`src/rtl/pipe_ctrl_sequencer.sv`:
```
// -----------------------------------------------------------------------------
// pipe_ctrl_sequencer
//
// Main control unit for the 8-bit, 4-stage (IF/ID, EX, MEM, WB) pipelined core.
// Decodes the opcode of the 16-bit instruction sitting in ID and drives the
// ID-stage datapath controls combinationally. Memory and writeback controls
// travel down an EX -> MEM -> WB shadow pipeline. Load-use stalls insert a
// bubble into EX, and flushes squash the EX slot. A RUN/DRAIN/HALTED state
// machine freezes fetch on HALT and lets older instructions retire before
// reporting halted.
//
// Optional build macro: PIPE_CTRL_PERF_EN adds saturating performance counters
// (perf_retired, perf_stalls, perf_flushes).
//
// Ports:
//   clk, reset        clock, asynchronous active-high reset
//   instr_ID[15:0]    instruction in ID, opcode = [15:12]
//   stall, flush      load-use stall / control-hazard flush
//   resume            one-cycle pulse that leaves HALTED
//   opcode, ImmSrc, ALUsrc, dir, is_unsigned, Branch, jump
//                     ID-stage controls (combinational)
//   MemRead_EX        load in EX (for the hazard unit)
//   MemRead_MEM, MemWrite_MEM, RegWrite_MEM, ResultSrc_MEM
//                     controls of the instruction in MEM
//   RegWrite_WB       writeback pending in WB
//   fetch_hold        freeze PC and IF/ID
//   halt              core halted (registered)
//   perf_*            event counters (PIPE_CTRL_PERF_EN only)
// -----------------------------------------------------------------------------
module pipe_ctrl_sequencer #(
    parameter int DRAIN_CYCLES = 3,
    parameter int CNT_W        = 16
) (
    input  logic        clk,
    input  logic        reset,
    input  logic [15:0] instr_ID,
    input  logic        stall,
    input  logic        flush,
    input  logic        resume,
    output logic [3:0]  opcode,
    output logic [1:0]  ImmSrc,
    output logic        ALUsrc,
    output logic        dir,
    output logic        is_unsigned,
    output logic        Branch,
    output logic        jump,
    output logic        MemRead_EX,
    output logic        MemRead_MEM,
    output logic        MemWrite_MEM,
    output logic        RegWrite_MEM,
    output logic        ResultSrc_MEM,
    output logic        RegWrite_WB,
    output logic        fetch_hold,
    output logic        halt
`ifdef PIPE_CTRL_PERF_EN
    ,
    output logic [CNT_W-1:0] perf_retired,
    output logic [CNT_W-1:0] perf_stalls,
    output logic [CNT_W-1:0] perf_flushes
`endif
);

    typedef enum logic [1:0] {
        S_RUN    = 2'b00,
        S_DRAIN  = 2'b01,
        S_HALTED = 2'b10
    } state_t;

    // Drain counter is loaded with DRAIN_CYCLES-1; keep at least one bit.
    localparam int DC_W = (DRAIN_CYCLES > 1) ? $clog2(DRAIN_CYCLES) : 1;
    localparam logic [DC_W-1:0] DC_LOAD = DC_W'(DRAIN_CYCLES - 1);

    // Bundle bit positions: {MemRead, MemWrite, RegWrite, ResultSrc}
    localparam int B_MR = 3;
    localparam int B_MW = 2;
    localparam int B_RW = 1;
    localparam int B_RS = 0;

    state_t          state_q, state_d;
    logic [DC_W-1:0] cnt_q, cnt_d;
    logic            halt_q, halt_d;
    logic [3:0]      ex_q, ex_d;
    logic [3:0]      mem_q, mem_d;
    logic            wb_rw_q, wb_rw_d;

    logic            dec_mr_s, dec_mw_s, dec_rw_s, dec_rs_s;
    logic            dec_alusrc_s, dec_br_s, dec_jmp_s, dec_halt_s;
    logic            dec_dir_s, dec_uns_s;
    logic [1:0]      dec_imm_s;
    logic [3:0]      dec_bundle_s;
    logic            run_s;
    logic            capture_s;

    // Only the opcode and bit 0 of the instruction matter to control.
    logic            unused_instr_bits;
    assign unused_instr_bits = ^instr_ID[11:1];

    assign run_s        = (state_q == S_RUN);
    assign dec_bundle_s = {dec_mr_s, dec_mw_s, dec_rw_s, dec_rs_s};
    // EX captures a real decode only while running and neither squashed nor stalled.
    assign capture_s    = run_s && !flush && !stall;

    // Opcode decode of the instruction in ID.
    always_comb begin
        dec_mr_s     = 1'b0;
        dec_mw_s     = 1'b0;
        dec_rw_s     = 1'b0;
        dec_rs_s     = 1'b0;
        dec_alusrc_s = 1'b0;
        dec_imm_s    = 2'b00;
        dec_br_s     = 1'b0;
        dec_jmp_s    = 1'b0;
        dec_dir_s    = 1'b0;
        dec_uns_s    = 1'b0;
        dec_halt_s   = 1'b0;
        case (instr_ID[15:12])
            4'h0, 4'h1, 4'h2, 4'h3, 4'h4: begin
                dec_rw_s = 1'b1;
            end
            4'h5: begin
                dec_rw_s  = 1'b1;
                dec_dir_s = instr_ID[0];
            end
            4'h6: begin
                dec_rw_s     = 1'b1;
                dec_alusrc_s = 1'b1;
            end
            4'h7: begin
                dec_rw_s  = 1'b1;
                dec_uns_s = instr_ID[0];
            end
            4'h8: begin
                dec_mr_s     = 1'b1;
                dec_rw_s     = 1'b1;
                dec_rs_s     = 1'b1;
                dec_alusrc_s = 1'b1;
            end
            4'h9: begin
                dec_mw_s     = 1'b1;
                dec_alusrc_s = 1'b1;
                dec_imm_s    = 2'b01;
            end
            4'hA, 4'hB: begin
                dec_br_s  = 1'b1;
                dec_imm_s = 2'b10;
            end
            4'hC: begin
                dec_jmp_s = 1'b1;
                dec_imm_s = 2'b11;
            end
            4'hF: begin
                dec_halt_s = 1'b1;
            end
            default: begin
                dec_rw_s = 1'b0;
            end
        endcase
    end

    // Shadow pipeline next values: bubble into EX unless a real capture.
    always_comb begin
        mem_d   = ex_q;
        wb_rw_d = mem_q[B_RW];
        if (capture_s) begin
            ex_d = dec_bundle_s;
        end else begin
            ex_d = 4'b0000;
        end
    end

    // RUN/DRAIN/HALTED next-state and drain countdown.
    always_comb begin
        state_d = state_q;
        cnt_d   = cnt_q;
        case (state_q)
            S_RUN: begin
                // A stalled HALT is retried next cycle; a flushed HALT is dropped.
                if (dec_halt_s && !stall && !flush) begin
                    state_d = S_DRAIN;
                    cnt_d   = DC_LOAD;
                end else begin
                    state_d = S_RUN;
                end
            end
            S_DRAIN: begin
                if (cnt_q == {DC_W{1'b0}}) begin
                    state_d = S_HALTED;
                end else begin
                    cnt_d = cnt_q - DC_W'(1);
                end
            end
            S_HALTED: begin
                if (resume) begin
                    state_d = S_RUN;
                end else begin
                    state_d = S_HALTED;
                end
            end
            default: begin
                state_d = S_RUN;
                cnt_d   = {DC_W{1'b0}};
            end
        endcase
        halt_d = (state_d == S_HALTED);
    end

    // State, drain counter and shadow pipeline registers.
    always_ff @(posedge clk or posedge reset) begin
        if (reset) begin
            state_q <= S_RUN;
            cnt_q   <= {DC_W{1'b0}};
            halt_q  <= 1'b0;
            ex_q    <= 4'b0000;
            mem_q   <= 4'b0000;
            wb_rw_q <= 1'b0;
        end else begin
            state_q <= state_d;
            cnt_q   <= cnt_d;
            halt_q  <= halt_d;
            ex_q    <= ex_d;
            mem_q   <= mem_d;
            wb_rw_q <= wb_rw_d;
        end
    end

    assign opcode        = instr_ID[15:12];
    assign ImmSrc        = dec_imm_s;
    assign ALUsrc        = dec_alusrc_s;
    assign dir           = dec_dir_s;
    assign is_unsigned   = dec_uns_s;
    assign Branch        = dec_br_s  & run_s;
    assign jump          = dec_jmp_s & run_s;
    assign MemRead_EX    = ex_q[B_MR];
    assign MemRead_MEM   = mem_q[B_MR];
    assign MemWrite_MEM  = mem_q[B_MW];
    assign RegWrite_MEM  = mem_q[B_RW];
    assign ResultSrc_MEM = mem_q[B_RS];
    assign RegWrite_WB   = wb_rw_q;
    // Fetch freezes in the same cycle the HALT is seen in ID.
    assign fetch_hold    = !run_s || dec_halt_s;
    assign halt          = halt_q;

`ifdef PIPE_CTRL_PERF_EN
    logic             ex_vld_q, ex_vld_d;
    logic             mem_vld_q, mem_vld_d;
    logic             wb_vld_q, wb_vld_d;
    logic [CNT_W-1:0] ret_q, ret_d;
    logic [CNT_W-1:0] stl_q, stl_d;
    logic [CNT_W-1:0] fls_q, fls_d;

    function automatic logic [CNT_W-1:0] sat_inc(input logic [CNT_W-1:0] v);
        if (&v) begin
            return v;
        end else begin
            return v + CNT_W'(1);
        end
    endfunction

    // Valid tag rides alongside the bundle; HALT itself does not retire.
    always_comb begin
        ex_vld_d  = capture_s && !dec_halt_s;
        mem_vld_d = ex_vld_q;
        wb_vld_d  = mem_vld_q;
        ret_d     = ret_q;
        stl_d     = stl_q;
        fls_d     = fls_q;
        if (state_q != S_HALTED) begin
            if (wb_vld_q) begin
                ret_d = sat_inc(ret_q);
            end else begin
                ret_d = ret_q;
            end
            if (stall && run_s) begin
                stl_d = sat_inc(stl_q);
            end else begin
                stl_d = stl_q;
            end
            if (flush) begin
                fls_d = sat_inc(fls_q);
            end else begin
                fls_d = fls_q;
            end
        end else begin
            ret_d = ret_q;
        end
    end

    // Valid tags and performance counters.
    always_ff @(posedge clk or posedge reset) begin
        if (reset) begin
            ex_vld_q  <= 1'b0;
            mem_vld_q <= 1'b0;
            wb_vld_q  <= 1'b0;
            ret_q     <= {CNT_W{1'b0}};
            stl_q     <= {CNT_W{1'b0}};
            fls_q     <= {CNT_W{1'b0}};
        end else begin
            ex_vld_q  <= ex_vld_d;
            mem_vld_q <= mem_vld_d;
            wb_vld_q  <= wb_vld_d;
            ret_q     <= ret_d;
            stl_q     <= stl_d;
            fls_q     <= fls_d;
        end
    end

    assign perf_retired = ret_q;
    assign perf_stalls  = stl_q;
    assign perf_flushes = fls_q;
`else
    logic [CNT_W-1:0] unused_cnt_w;
    assign unused_cnt_w = {CNT_W{1'b0}};
`endif

endmodule

```
`config.mk`:
```
export PLATFORM = sky130hd
export DESIGN_NAME = pipe_ctrl_sequencer
export DESIGN_NICKNAME = d
export VERILOG_FILES = /design/src/rtl/pipe_ctrl_sequencer.sv
export SDC_FILE = /design/constraint.sdc
export NUM_CORES = 1
export LEC_CHECK = 0
export CAP_MARGIN = 20
export CORE_MARGIN = 2
export CORE_UTILIZATION = 30
export CTS_BUF_LIST = sky130_fd_sc_hd__clkbuf_16
export CTS_CLUSTER_DIAMETER = 40
export DETAILED_ROUTE_END_ITERATION = 8
export HOLD_SLACK_MARGIN = 0.03
export PLACE_DENSITY = 0.67
export REMOVE_ABC_BUFFERS = 1
export SLEW_MARGIN = 20
export SYNTH_ARGS = -nofsm -noshare
export SYNTH_HDL_FRONTEND = slang
export SYNTH_SLANG_ARGS = --single-unit
```
`constraint.sdc`:
```
create_clock -name clk -period 2.15 [get_ports clk]
set_input_delay 0.215 -clock clk [delete_from_list [all_inputs] [get_ports clk]]
set_output_delay 0.215 -clock clk [all_outputs]
set_load 0.05 [all_outputs]
```
==> metrics.txt <==
Fmax=537 MHz; worst path required time=1.93 ns; max-cap viol count=0; leading area contributor after synthesis=dfrtp_1; max_slew headroom=0.632; dpl hpwl=980 microns; chip height=50.5 microns; number of global-route vias before repair=497; Reg clk slew, reported paths=0.04 ns; Ant. Diodes=0; Final Cell Area=1070 sq um; Hold Path Class=in2async; crit start category=input pin; worst skew pair latency=0.24 ns; Initial Utilization=0.324; Crit Path Category=in2out; DP Area=992 sq um; post-synth cell types=24; Fill cells=182; Avg Vias per Cell=4.67; I/O Buffers=28; Avg Cell Area, Syn=11.2 sq um; core region area=2000 sq um; I/O pin cnt=40; CTS buffer count=3; Data arrival, critical path=1.65 ns; Syn Std Cell Area=649 sq um; Critical Path End Type=output pin; Synth Flop Type=dfrtp_1; DRT Pass-1 Iters=3; Chip Width=50.5 microns; Hold-fix buffers, CTS=0; routed vias=528; Clock Sinks=12; worst r2r src=state_q[0]$_DFF_PP0_; ranking of synthesized cells by area=dfrtp_1 46%, mux2i_1 6.2%, buf_4 5.8%, nand2b_1 5.8%, a21oi_1 3.9%; FF-to-FF End=cnt_q[1]$_DFFE_PP0P_; Max clock buf depth=2; GRT Util Overall=0.116; postcts setup bufs=0; max-slew violation count=0; first-pass GRT wire length=2.18 mm; synth cell count leaders=12 x dfrtp_1, 6 x nand2b_1, 5 x a21oi_1, 5 x buf_4, 4 x mux2i_1; initial antenna violation count=0; Post-synth ARST share=1.00; grt ovf=0; Placer Congestion=0.745; register area share after synthesis=0.462; Pleak=0.000464 uW; synthesized flop and latch total=12; Max FO, Critical Path=9; crit path max-delay cell type=clkdlybuf4s50_1; # setup viols final=0; final wirelength=1.33 mm; final period utilization=0.865; Routed wire per std cell=11.8 microns; CTS resizes=0; R2R depth=3; hold_ws=0.274 ns; Top delay family on crit path=buffers and inverters; Final #Nets=109; max incr delay on CP=0.63 ns; H-Tree Depth=1; synth-to-layout area growth=64.9%; count leader, synth=dfrtp_1; DRT iter0 DRCs=8; Power Density=916 nW/um^2; CTS root buffer=clkbuf_16; Post-DRT Antenna Nets=0; largest net degree at the start of global routing=13; CTS tree=built; R2R setup slack=0.63 ns; share of cells above drive strength 1=0.291; # DRC=0; Core Rows=16; area share of the leading cell type in the synthesized netlist=0.462; Tmin final=1.86 ns; cell breakdown of the critical path=clkdlybuf4s50_1, nand2b_1, nor4_1, buf_12; Post-synth EDFFs=0; die area=2550 sq um; VDD IR-drop max=0.000419 V; Worst-Margin Slew=0.544 ns; RSZ-0062 raised after global routing=false; status=finished, final reports clean; Final Hold Violating Endpoints=0; Syn Inst Count=58; Final Skew=0.000683 ns; WP buf/inv=2; Synth warnings=0
-- kinds of logic after synthesis --
kind of cell,Yosys count,share of synthesized area
multiplexers,5,0.0790
AO/OA/AOI/OAI,7,0.0674
buffers and inverters,11,0.108
adder cells (fa/ha/maj),1,0.0193
AND/OR/NAND/NOR,22,0.264
flip-flops,12,0.462
-- how the worst max path moves through the flow --
stage | startpoint | end | slack, ns | cells past startpoint
2_1_floorplan | state_q[0]$_DFF_PP0_ | Branch | -0.13 | 1
3_3_place_gp | instr_ID[15] | jump | 0.27 | 4
3_5_place_dp | instr_ID[14] | dir | 0.26 | 4
4_1_cts | instr_ID[14] | dir | 0.27 | 4
5_1_grt | instr_ID[15] | jump | 0.14 | 4
6_report | instr_ID[15] | jump | 0.29 | 4
-- layout by cell type (no fill, tap or decap) --
master / Yosys / routed
and4_4: 1 / 1
mux2i_1: 4 / 4
nand3b_1: 1 / 1
nor4_2: 2 / 2
buf_12: 0 / 7
a22oi_2: 1 / 1
and2_1: 1 / 1
nor4_1: 2 / 2
a21oi_1: 5 / 5
mux2_1: 1 / 1
dfrtp_1: 12 / 12
or4_4: 1 / 1
clkinv_1: 0 / 1
clkbuf_16: 0 / 3
nand2_1: 2 / 2
nor4b_1: 1 / 1
o22ai_1: 1 / 1
or3_1: 2 / 2
buf_4: 5 / 9
nand2b_1: 6 / 6
clkdlybuf4s50_1: 0 / 16
nor4b_2: 1 / 1
ha_1: 1 / 1
nor2b_1: 1 / 1
nor4bb_1: 1 / 1
inv_1: 3 / 3
-- state kept, by name, indices dropped and copies added (netlist names) --
register and count:
ex_q 3, RegWrite_WB 1, cnt_q 2, mem_q 3
state_q 2, halt 1
-- final cells by class --
class / instances / area (sq um) / area share
sequential: 12 / 300 / 0.280
clock inverter: 1 / 3.75 / 0.00350
multi-input combinational: 35 / 279 / 0.261
timing repair buffer: 32 / 368 / 0.343
inverter: 3 / 11.3 / 0.0105
tap: 27 / 33.8 / 0.0315
clock buffer: 3 / 75.1 / 0.0701
-- layer usage --
layer	part of all wire	global-route usage
met5	0	0
met4	0.020	0.0676
met3	0.084	0.0506
met2	0.47	0.169
met1	0.43	0.140
-- power by group --
part,total (uW),switching [uW],internal (uW)
clock,339,94.4,245
combinational,336,191,146
sequential,306,43.8,262
-- per-stage QoR --
step	utilization	power (uW)	TNS (ns)	setup slack, ns	cells
floorplan	-	506	-0.259	-0.130	50
global route	0.535	1030	0	0.135	113
CTS	0.535	991	0	0.270	113
finish	0.535	981	0	0.289	113
global placement	0.496	640	0	0.272	109
detailed placement	0.496	646	0	0.264	109
(Power assumes the default switching activity.)
